[src/rtl/memory_cycle_if.sv]
// Bus between the execute stage (master) and the memory stage (slave).
// Carries the execute result, the stall/flush handshake back upstream,
// the writeback result and the forwarding path.
interface memory_cycle_if #(
    parameter int DATA_W = 16
);
    // execute -> memory
    logic              valid_in;
    logic [DATA_W-1:0] aluout;
    logic [DATA_W-1:0] storedata;
    logic [3:0]        rdin;
    logic [DATA_W-1:0] newpc;
    logic              zero;
    logic              pos;
    logic              memread;
    logic              memwrite;
    logic              regwrite_in;
    logic [1:0]        branch;
    // memory -> upstream / writeback
    logic              stall;
    logic              flush;
    logic [DATA_W-1:0] pc_target;
    logic [DATA_W-1:0] wbdata;
    logic [3:0]        rdout;
    logic              regwrite_out;
    logic              valid_out;
    logic              fwd_valid;
    logic [3:0]        fwd_rd;
    logic [DATA_W-1:0] fwd_data;

    modport master (
        output valid_in, aluout, storedata, rdin, newpc, zero, pos,
               memread, memwrite, regwrite_in, branch,
        input  stall, flush, pc_target, wbdata, rdout, regwrite_out,
               valid_out, fwd_valid, fwd_rd, fwd_data
    );

    modport slave (
        input  valid_in, aluout, storedata, rdin, newpc, zero, pos,
               memread, memwrite, regwrite_in, branch,
        output stall, flush, pc_target, wbdata, rdout, regwrite_out,
               valid_out, fwd_valid, fwd_rd, fwd_data
    );
endinterface

[src/rtl/memory_cycle.sv]
// Memory stage of the 16-bit pipeline: resolves branches, performs
// data-memory loads/stores on an internal word array with MEM_WAIT wait
// states, and registers the result for writeback.
// Optional feature macro: MEMORY_CYCLE_FWD_EN (drives the fwd_* bypass
// outputs from the registered writeback result; tied to 0 otherwise).
module memory_cycle #(
    parameter int DATA_W   = 16,
    parameter int ADDR_W   = 8,
    parameter int MEM_WAIT = 2
) (
    input  logic         clk,
    input  logic         rst,
    memory_cycle_if.slave bus
);

    typedef enum logic {
        IDLE,
        BUSY
    } state_t;

    localparam int CNT_W = (MEM_WAIT < 2) ? 1 : $clog2(MEM_WAIT + 1);
    localparam int DEPTH = 2 ** ADDR_W;

    state_t            state_q, state_d;
    logic [CNT_W-1:0]  cnt_q, cnt_d;
    logic [DATA_W-1:0] aluout_q, aluout_d;
    logic [DATA_W-1:0] data_q, data_d;
    logic [3:0]        rd_q, rd_d;
    logic              is_store_q, is_store_d;
    logic              regwr_q, regwr_d;

    logic [DATA_W-1:0] wbdata_q, wbdata_d;
    logic [3:0]        rdout_q, rdout_d;
    logic              regwrite_out_q, regwrite_out_d;
    logic              valid_out_q, valid_out_d;
    logic              flush_q, flush_d;
    logic [DATA_W-1:0] pc_target_q, pc_target_d;

    logic [DATA_W-1:0] mem_q [DEPTH];
    logic              mem_we;
    logic [ADDR_W-1:0] mem_waddr;
    logic [DATA_W-1:0] mem_wdata;
    logic [ADDR_W-1:0] mem_raddr;
    logic [DATA_W-1:0] mem_rdata;

    logic              taken;
    logic              mem_op;
    logic              stall_c;

    // Branch resolution on the incoming execute result.
    always_comb begin
        case (bus.branch)
            2'b01:   taken = bus.zero;
            2'b10:   taken = bus.pos;
            2'b11:   taken = 1'b1;
            default: taken = 1'b0;
        endcase
    end

    // A taken branch squashes any memory access carried by the same op.
    assign mem_op    = (bus.memread | bus.memwrite) & ~taken;
    assign mem_raddr = (state_q == BUSY) ? aluout_q[ADDR_W-1:0] : bus.aluout[ADDR_W-1:0];
    assign mem_rdata = mem_q[mem_raddr];

    // Next-state, memory-port and registered-output logic for the IDLE/BUSY FSM.
    always_comb begin
        state_d        = state_q;
        cnt_d          = cnt_q;
        aluout_d       = aluout_q;
        data_d         = data_q;
        rd_d           = rd_q;
        is_store_d     = is_store_q;
        regwr_d        = regwr_q;
        wbdata_d       = wbdata_q;
        rdout_d        = rdout_q;
        pc_target_d    = pc_target_q;
        regwrite_out_d = 1'b0;
        valid_out_d    = 1'b0;
        flush_d        = 1'b0;
        mem_we         = 1'b0;
        mem_waddr      = aluout_q[ADDR_W-1:0];
        mem_wdata      = data_q;
        stall_c        = 1'b0;

        case (state_q)
            IDLE: begin
                if (bus.valid_in) begin
                    if (taken) begin
                        flush_d     = 1'b1;
                        pc_target_d = bus.newpc;
                    end
                    if (mem_op && MEM_WAIT != 0) begin
                        state_d    = BUSY;
                        cnt_d      = CNT_W'(MEM_WAIT);
                        aluout_d   = bus.aluout;
                        data_d     = bus.storedata;
                        rd_d       = bus.rdin;
                        is_store_d = bus.memwrite;
                        regwr_d    = bus.regwrite_in;
                        stall_c    = 1'b1;
                    end else begin
                        valid_out_d = 1'b1;
                        rdout_d     = bus.rdin;
                        if (mem_op && bus.memwrite) begin
                            mem_we         = 1'b1;
                            mem_waddr      = bus.aluout[ADDR_W-1:0];
                            mem_wdata      = bus.storedata;
                            wbdata_d       = bus.aluout;
                            regwrite_out_d = 1'b0;
                        end else if (mem_op) begin
                            wbdata_d       = mem_rdata;
                            regwrite_out_d = bus.regwrite_in;
                        end else begin
                            wbdata_d       = bus.aluout;
                            regwrite_out_d = bus.regwrite_in;
                        end
                    end
                end
            end
            BUSY: begin
                if (cnt_q == CNT_W'(1)) begin
                    // Last wait cycle: access happens now, result visible next cycle.
                    state_d     = IDLE;
                    cnt_d       = '0;
                    valid_out_d = 1'b1;
                    rdout_d     = rd_q;
                    if (is_store_q) begin
                        mem_we         = 1'b1;
                        wbdata_d       = aluout_q;
                        regwrite_out_d = 1'b0;
                    end else begin
                        wbdata_d       = mem_rdata;
                        regwrite_out_d = regwr_q;
                    end
                end else begin
                    stall_c = 1'b1;
                    cnt_d   = cnt_q - CNT_W'(1);
                end
            end
        endcase
    end

    // Pipeline state and registered outputs with synchronous reset.
    always_ff @(posedge clk) begin
        if (rst) begin
            state_q        <= IDLE;
            cnt_q          <= '0;
            aluout_q       <= '0;
            data_q         <= '0;
            rd_q           <= '0;
            is_store_q     <= 1'b0;
            regwr_q        <= 1'b0;
            wbdata_q       <= '0;
            rdout_q        <= '0;
            regwrite_out_q <= 1'b0;
            valid_out_q    <= 1'b0;
            flush_q        <= 1'b0;
            pc_target_q    <= '0;
        end else begin
            state_q        <= state_d;
            cnt_q          <= cnt_d;
            aluout_q       <= aluout_d;
            data_q         <= data_d;
            rd_q           <= rd_d;
            is_store_q     <= is_store_d;
            regwr_q        <= regwr_d;
            wbdata_q       <= wbdata_d;
            rdout_q        <= rdout_d;
            regwrite_out_q <= regwrite_out_d;
            valid_out_q    <= valid_out_d;
            flush_q        <= flush_d;
            pc_target_q    <= pc_target_d;
        end
    end

    // Data-memory array: never cleared; a store pending at reset is dropped.
    always_ff @(posedge clk) begin
        if (mem_we && !rst) begin
            mem_q[mem_waddr] <= mem_wdata;
        end
    end

    assign bus.stall        = stall_c & ~rst;
    assign bus.flush        = flush_q;
    assign bus.pc_target    = pc_target_q;
    assign bus.wbdata       = wbdata_q;
    assign bus.rdout        = rdout_q;
    assign bus.regwrite_out = regwrite_out_q;
    assign bus.valid_out    = valid_out_q;

`ifdef MEMORY_CYCLE_FWD_EN
    assign bus.fwd_valid = valid_out_q & regwrite_out_q;
    assign bus.fwd_rd    = rdout_q;
    assign bus.fwd_data  = wbdata_q;
`else
    assign bus.fwd_valid = 1'b0;
    assign bus.fwd_rd    = '0;
    assign bus.fwd_data  = '0;
`endif

endmodule

[src/flat_wrapper.sv]
// flat-port wrapper written by rule: the top's interface ports become plain ports
module memory_cycle_flat 
#(
    parameter int DATA_W   = 16,
    parameter int ADDR_W   = 8,
    parameter int MEM_WAIT = 2
)
  (clk, rst, bus_valid_in, bus_aluout, bus_storedata, bus_rdin, bus_newpc, bus_zero, bus_pos, bus_memread, bus_memwrite, bus_regwrite_in, bus_branch, bus_stall, bus_flush, bus_pc_target, bus_wbdata, bus_rdout, bus_regwrite_out, bus_valid_out, bus_fwd_valid, bus_fwd_rd, bus_fwd_data);
  memory_cycle_if #(.DATA_W(DATA_W)) bus_i ();
  input  logic clk;
  input  logic rst;
  input wire logic [$bits(bus_i.valid_in)-1:0] bus_valid_in;
  input wire logic [$bits(bus_i.aluout)-1:0] bus_aluout;
  input wire logic [$bits(bus_i.storedata)-1:0] bus_storedata;
  input wire logic [$bits(bus_i.rdin)-1:0] bus_rdin;
  input wire logic [$bits(bus_i.newpc)-1:0] bus_newpc;
  input wire logic [$bits(bus_i.zero)-1:0] bus_zero;
  input wire logic [$bits(bus_i.pos)-1:0] bus_pos;
  input wire logic [$bits(bus_i.memread)-1:0] bus_memread;
  input wire logic [$bits(bus_i.memwrite)-1:0] bus_memwrite;
  input wire logic [$bits(bus_i.regwrite_in)-1:0] bus_regwrite_in;
  input wire logic [$bits(bus_i.branch)-1:0] bus_branch;
  output wire logic [$bits(bus_i.stall)-1:0] bus_stall;
  output wire logic [$bits(bus_i.flush)-1:0] bus_flush;
  output wire logic [$bits(bus_i.pc_target)-1:0] bus_pc_target;
  output wire logic [$bits(bus_i.wbdata)-1:0] bus_wbdata;
  output wire logic [$bits(bus_i.rdout)-1:0] bus_rdout;
  output wire logic [$bits(bus_i.regwrite_out)-1:0] bus_regwrite_out;
  output wire logic [$bits(bus_i.valid_out)-1:0] bus_valid_out;
  output wire logic [$bits(bus_i.fwd_valid)-1:0] bus_fwd_valid;
  output wire logic [$bits(bus_i.fwd_rd)-1:0] bus_fwd_rd;
  output wire logic [$bits(bus_i.fwd_data)-1:0] bus_fwd_data;
  assign bus_i.valid_in = bus_valid_in;
  assign bus_i.aluout = bus_aluout;
  assign bus_i.storedata = bus_storedata;
  assign bus_i.rdin = bus_rdin;
  assign bus_i.newpc = bus_newpc;
  assign bus_i.zero = bus_zero;
  assign bus_i.pos = bus_pos;
  assign bus_i.memread = bus_memread;
  assign bus_i.memwrite = bus_memwrite;
  assign bus_i.regwrite_in = bus_regwrite_in;
  assign bus_i.branch = bus_branch;
  assign bus_stall = bus_i.stall;
  assign bus_flush = bus_i.flush;
  assign bus_pc_target = bus_i.pc_target;
  assign bus_wbdata = bus_i.wbdata;
  assign bus_rdout = bus_i.rdout;
  assign bus_regwrite_out = bus_i.regwrite_out;
  assign bus_valid_out = bus_i.valid_out;
  assign bus_fwd_valid = bus_i.fwd_valid;
  assign bus_fwd_rd = bus_i.fwd_rd;
  assign bus_fwd_data = bus_i.fwd_data;
  memory_cycle #(.DATA_W(DATA_W), .ADDR_W(ADDR_W), .MEM_WAIT(MEM_WAIT)) u_core (.clk(clk), .rst(rst), .bus(bus_i));
endmodule
[config.mk]
export PLATFORM = sky130hd
export DESIGN_NAME = memory_cycle_flat
export DESIGN_NICKNAME = d
export VERILOG_FILES = /design/src/rtl/memory_cycle_if.sv /design/src/rtl/memory_cycle.sv /design/src/flat_wrapper.sv
export SDC_FILE = /design/constraint.sdc
export NUM_CORES = 2
export LEC_CHECK = 0
export BUFFER_PORTS_ARGS = -buffer_cell sky130_fd_sc_hd__buf_2
export CAP_MARGIN = 40
export CORE_MARGIN = 2
export CORE_UTILIZATION = 55
export DETAILED_ROUTE_END_ITERATION = 7
export GPL_ROUTABILITY_DRIVEN = 0
export MAX_ROUTING_LAYER = met4
export PLACE_DENSITY = 0.77
export SYNTH_ARGS = -nofsm -noshare
export SYNTH_HDL_FRONTEND = slang
export SYNTH_SLANG_ARGS = --single-unit
[constraint.sdc]
create_clock -name clk -period 12 [get_ports clk]
set_input_delay 0 -clock clk [delete_from_list [all_inputs] [get_ports clk]]
set_output_delay 0 -clock clk [all_outputs]
set_load 0.01 [all_outputs]
==> results.sh <==
export IMPL_clk_insertion_delay_late_ns=1.00
export IMPL_drt_wirelength_per_cell_um=33.40
export IMPL_row_count=199
export IMPL_final_max_slew_violation_count=0
export IMPL_drt_pre_antenna_iters=8
export IMPL_syn_area_sq_um=162800
export IMPL_synth_area_per_cell_sq_um=16.88
export IMPL_total_leakage_power_nw=60.91
export IMPL_area_of_the_die_sq_um=300300
export IMPL_final_setup_violations=0
export IMPL_synthArstFlopShare_pct=0
export IMPL_cts_setup_buffers=0
export IMPL_gr_usage_all_layers_pct=32.68
export IMPL_via_count_of_the_first_global_routing_pass=96514
export IMPL_worst_endpoint_arrival_ns=7.39
export IMPL_ys_warnings_count=0
export IMPL_final_fill_count=19018
export IMPL_netlist_top_cell_by_area="sky130_fd_sc_hd__edfxtp_1"
export IMPL_period_minus_slack_ns=6.485
export IMPL_io_pin_count=123
export IMPL_synthToLayoutAreaGrowth_pct=13.69
export IMPL_failed_checks="DRC"
export IMPL_drt_drc_violations_left=1
export IMPL_iteration_0_drc_markers=18262
export IMPL_timing_rr_end="u_core.bus.wbdata[2]"
export IMPL_hold_worst_slack_ns=0.05551
export IMPL_core_sq_um=294100
export IMPL_cts_resized=0
export IMPL_ffs_latches_synth=4176
export IMPL_drive_above_1_share_pct=16.27
export IMPL_run_status="finished, violations left"
export IMPL_grt_start_max_net_pins=217
export IMPL_peak_clock_frequency_supported_by_timing_ghz=0.1542
export IMPL_worstSetupStartpointType="flip-flop"
export IMPL_grt_remaining_overflow=0
export IMPL_numCtsBuffers=403
export IMPL_critical_path_endpoint="u_core.bus.wbdata[2]"
export IMPL_totalNegativeSetupSlack_ns=0
export IMPL_seq_area_frac_synth_pct=76.55
export IMPL_synth_main_ff_cell="sky130_fd_sc_hd__edfxtp_1"
export IMPL_vdd_ir_drop_worst_v=0.0001486
export IMPL_synthCells=9643
export IMPL_synth_area_leaders="sky130_fd_sc_hd__edfxtp_1 (76%), sky130_fd_sc_hd__mux4_2 (6.2%), sky130_fd_sc_hd__mux2i_1 (4.0%)"
export IMPL_final_hold_viol_count=0
export IMPL_powerDensity_nw_per_um2=167.9
export IMPL_initial_antenna_violation_count=52
export IMPL_detail_route_antenna_nets=0
export IMPL_post_dp_cell_area_sq_um=170300
export IMPL_cp_required_ns=12.91
export IMPL_placement_io_buffers=101
export IMPL_post_route_period_util_pct=54.04
export IMPL_die_w_um=548
export IMPL_max_slew_margin_rel_pct=8.833
export IMPL_starting_density_pct=55.35
export IMPL_crit_path_max_fanout=83
export IMPL_final_design_area_no_fill_sq_um=185000
export IMPL_worst_r2r_cell_count=11
export IMPL_yosys_top_cell_area_share_pct=75.57
export IMPL_dr_total_vias=98940
export IMPL_synth_distinct_cells=57
export IMPL_unrepaired_setup_endpoints_after_global_routing="no"
export IMPL_cts_max_path_buffers=4
export IMPL_cts_tree="done"
export IMPL_floorplan_die_height_um=548
export IMPL_launch_point_of_the_worst_path="u_core.state_q"
export IMPL_timing_clock_skew_ns=0.1094
export IMPL_path_type_of_the_worst_min_delay_path="input port to flip-flop"
export IMPL_worstMarginPinSlew_ns=1.368
export IMPL_drt_wl_total_um=483500
export IMPL_nNetsFinal=10244
export IMPL_avgViaCountPerCell=6.834
export IMPL_clockRootBuffer="sky130_fd_sc_hd__clkbuf_16"
export IMPL_clock_sinks=4176
export IMPL_wire_length_of_the_first_global_routing_pass_um=684200
export IMPL_post_cts_hold_buffer_count=160
export IMPL_worstReg2RegStart="u_core.state_q"
export IMPL_setup_worst_path_end_class="flip-flop"
export IMPL_synth_edf_count=4096
export IMPL_clkTransAtPathRegs_ns=0.06
export IMPL_timing_worst_setup_path_type="flip-flop to flip-flop"
export IMPL_htree_num_levels=5
export IMPL_drv_cap=0
export IMPL_ff2ff_setup_slack_ns=5.52
export IMPL_hpwlAfterDp_um=274800
-- report_power, final --
part | switching, W | total [W] | internal, W
clock | 0.00548 | 0.0126 | 0.00710
combinational | 0.00168 | 0.00242 | 0.000739
sequential | 0.0000826 | 0.0161 | 0.0160
total | 0.00724 | 0.0311 | 0.0238
-- Yosys cell counts, types with 7 or more instances --
cell	n
sky130_fd_sc_hd__nor3_1	186
sky130_fd_sc_hd__a21oi_1	733
sky130_fd_sc_hd__clkbuf_1	374
sky130_fd_sc_hd__nor2_1	330
sky130_fd_sc_hd__or3_1	14
sky130_fd_sc_hd__a31oi_1	60
sky130_fd_sc_hd__o211ai_1	69
sky130_fd_sc_hd__nand4_1	25
sky130_fd_sc_hd__edfxtp_1	4096
sky130_fd_sc_hd__dfxtp_1	80
sky130_fd_sc_hd__o221ai_1	207
sky130_fd_sc_hd__buf_6	22
sky130_fd_sc_hd__nand2_1	1281
sky130_fd_sc_hd__o311ai_1	8
sky130_fd_sc_hd__a311oi_1	9
sky130_fd_sc_hd__mux2i_1	643
sky130_fd_sc_hd__buf_4	78
sky130_fd_sc_hd__nand3_1	214
sky130_fd_sc_hd__o21ai_0	203
sky130_fd_sc_hd__a21o_1	8
sky130_fd_sc_hd__nor2b_1	16
sky130_fd_sc_hd__a221oi_1	10
sky130_fd_sc_hd__nand3b_1	15
sky130_fd_sc_hd__a32oi_1	11
sky130_fd_sc_hd__buf_1	55
sky130_fd_sc_hd__and2_1	7
sky130_fd_sc_hd__mux4_2	448
sky130_fd_sc_hd__a211oi_1	30
sky130_fd_sc_hd__o22ai_1	134
sky130_fd_sc_hd__nor4_1	71
sky130_fd_sc_hd__buf_2	119
sky130_fd_sc_hd__a211o_1	9
sky130_fd_sc_hd__o311ai_0	17
-- metrics by stage --
stage / setup slack (ns) / cells / power (W) / utilization (%)
5_1_grt: 5.667 / 14477 / 0.03166 / 62.93
4_1_cts: 5.951 / 14422 / 0.03094 / 62.85
3_3_place_gp: 5.928 / 13428 / 0.01853 / 57.41
3_5_place_dp: 6.055 / 13525 / 0.01862 / 57.90
2_1_floorplan: 6.801 / 9663 / 0.01776 / -
6_report: 5.515 / 14477 / 0.03107 / 62.93
-- critical path: stages (launching register included) --
cell and delay, ns:
sky130_fd_sc_hd__dfxtp_4 0.97, sky130_fd_sc_hd__mux2_8 0.88, sky130_fd_sc_hd__buf_4 0.70, sky130_fd_sc_hd__buf_4 0.59
sky130_fd_sc_hd__nand2_1 0.61, sky130_fd_sc_hd__o22ai_1 0.38, sky130_fd_sc_hd__nor4_1 0.12, sky130_fd_sc_hd__o21ai_0 0.70
sky130_fd_sc_hd__nand3b_1 0.13, sky130_fd_sc_hd__nor4_1 0.66, sky130_fd_sc_hd__buf_2 0.31, sky130_fd_sc_hd__a211o_1 0.13
-- sequential cells by signal, summed over array words and instances, names as in the netlist --
signal	count
u_core.is_store_q	1
u_core.cnt_q	2
u_core.bus.pc_target	16
u_core.regwr_q	1
u_core.state_q	1
u_core.data_q	16
u_core.bus.valid_out	1
u_core.mem_q	4096
u_core.bus.wbdata	16
u_core.aluout_q	16
u_core.bus.regwrite_out	1
u_core.bus.rdout	4
u_core.bus.flush	1
u_core.rd_q	4
-- cells in the final DEF, fill, tap and decap left out, drive strengths merged, types with 80 or more instances in the layout --
cell type,count
o21ai,206
o22ai,134
buf,595
nor3,186
nand2,1281
a21oi,733
dfxtp,80
edfxtp,4096
mux2i,643
mux4,448
nand3,214
o221ai,207
nor2,330
dlygate4sd3,160
clkbuf,501
clkinv,171
-- routing by layer --
metal	up-vias	share of wire (%)	GRT usage, %
li1	39136	-	-
met1	49027	32	39.97
met2	8978	45	47.39
met3	1799	15	9.839
met4	0	7.7	21.54
met5	-	0	-
-- cells by family (layout without fill, tap and decap cells) --
logic type	count (synthesis)	in the layout	share of synthesized area, %
compound gates	1542	1542	5.775
other cells	1	66	0.002304
buf+inv	655	1505	1.883
mux	1098	1098	10.20
simple gates	2170	2170	5.577
fa+ha+maj	1	1	0.007686
flops	4176	4176	76.55
-- how the worst min path moves through the flow --
stage                           start             endpoint  slack [ns]  depth (start not counted)
floorplan             bus_regwrite_in       u_core.regwr_q        0.14                          2
global placement    bus_storedata[11]    u_core.data_q[11]        0.23                          3
detailed placement   bus_storedata[8]     u_core.data_q[8]        0.24                          3
CTS                               rst  u_core.aluout_q[11]       0.009                          3
global route                      rst  u_core.aluout_q[11]        0.07                          3
finish                            rst  u_core.aluout_q[11]        0.06                          3
-- cell type report --
| class | instances | area (sq um) | share of cell area (%) |
|---|---|---|---|
| flip-flops and latches | 4176 | 124700 | 67.37 |
| clock inverters | 238 | 2335 | 1.262 |
| repair buffers | 761 | 6848 | 3.701 |
| diodes | 45 | 112.6 | 0.06086 |
| multi-input cells | 4832 | 35510 | 19.19 |
| well taps | 3919 | 4903 | 2.650 |
| clock buffers | 499 | 10640 | 5.750 |
| inverters | 7 | 26.28 | 0.01420 |
(Power assumes the default switching activity.)
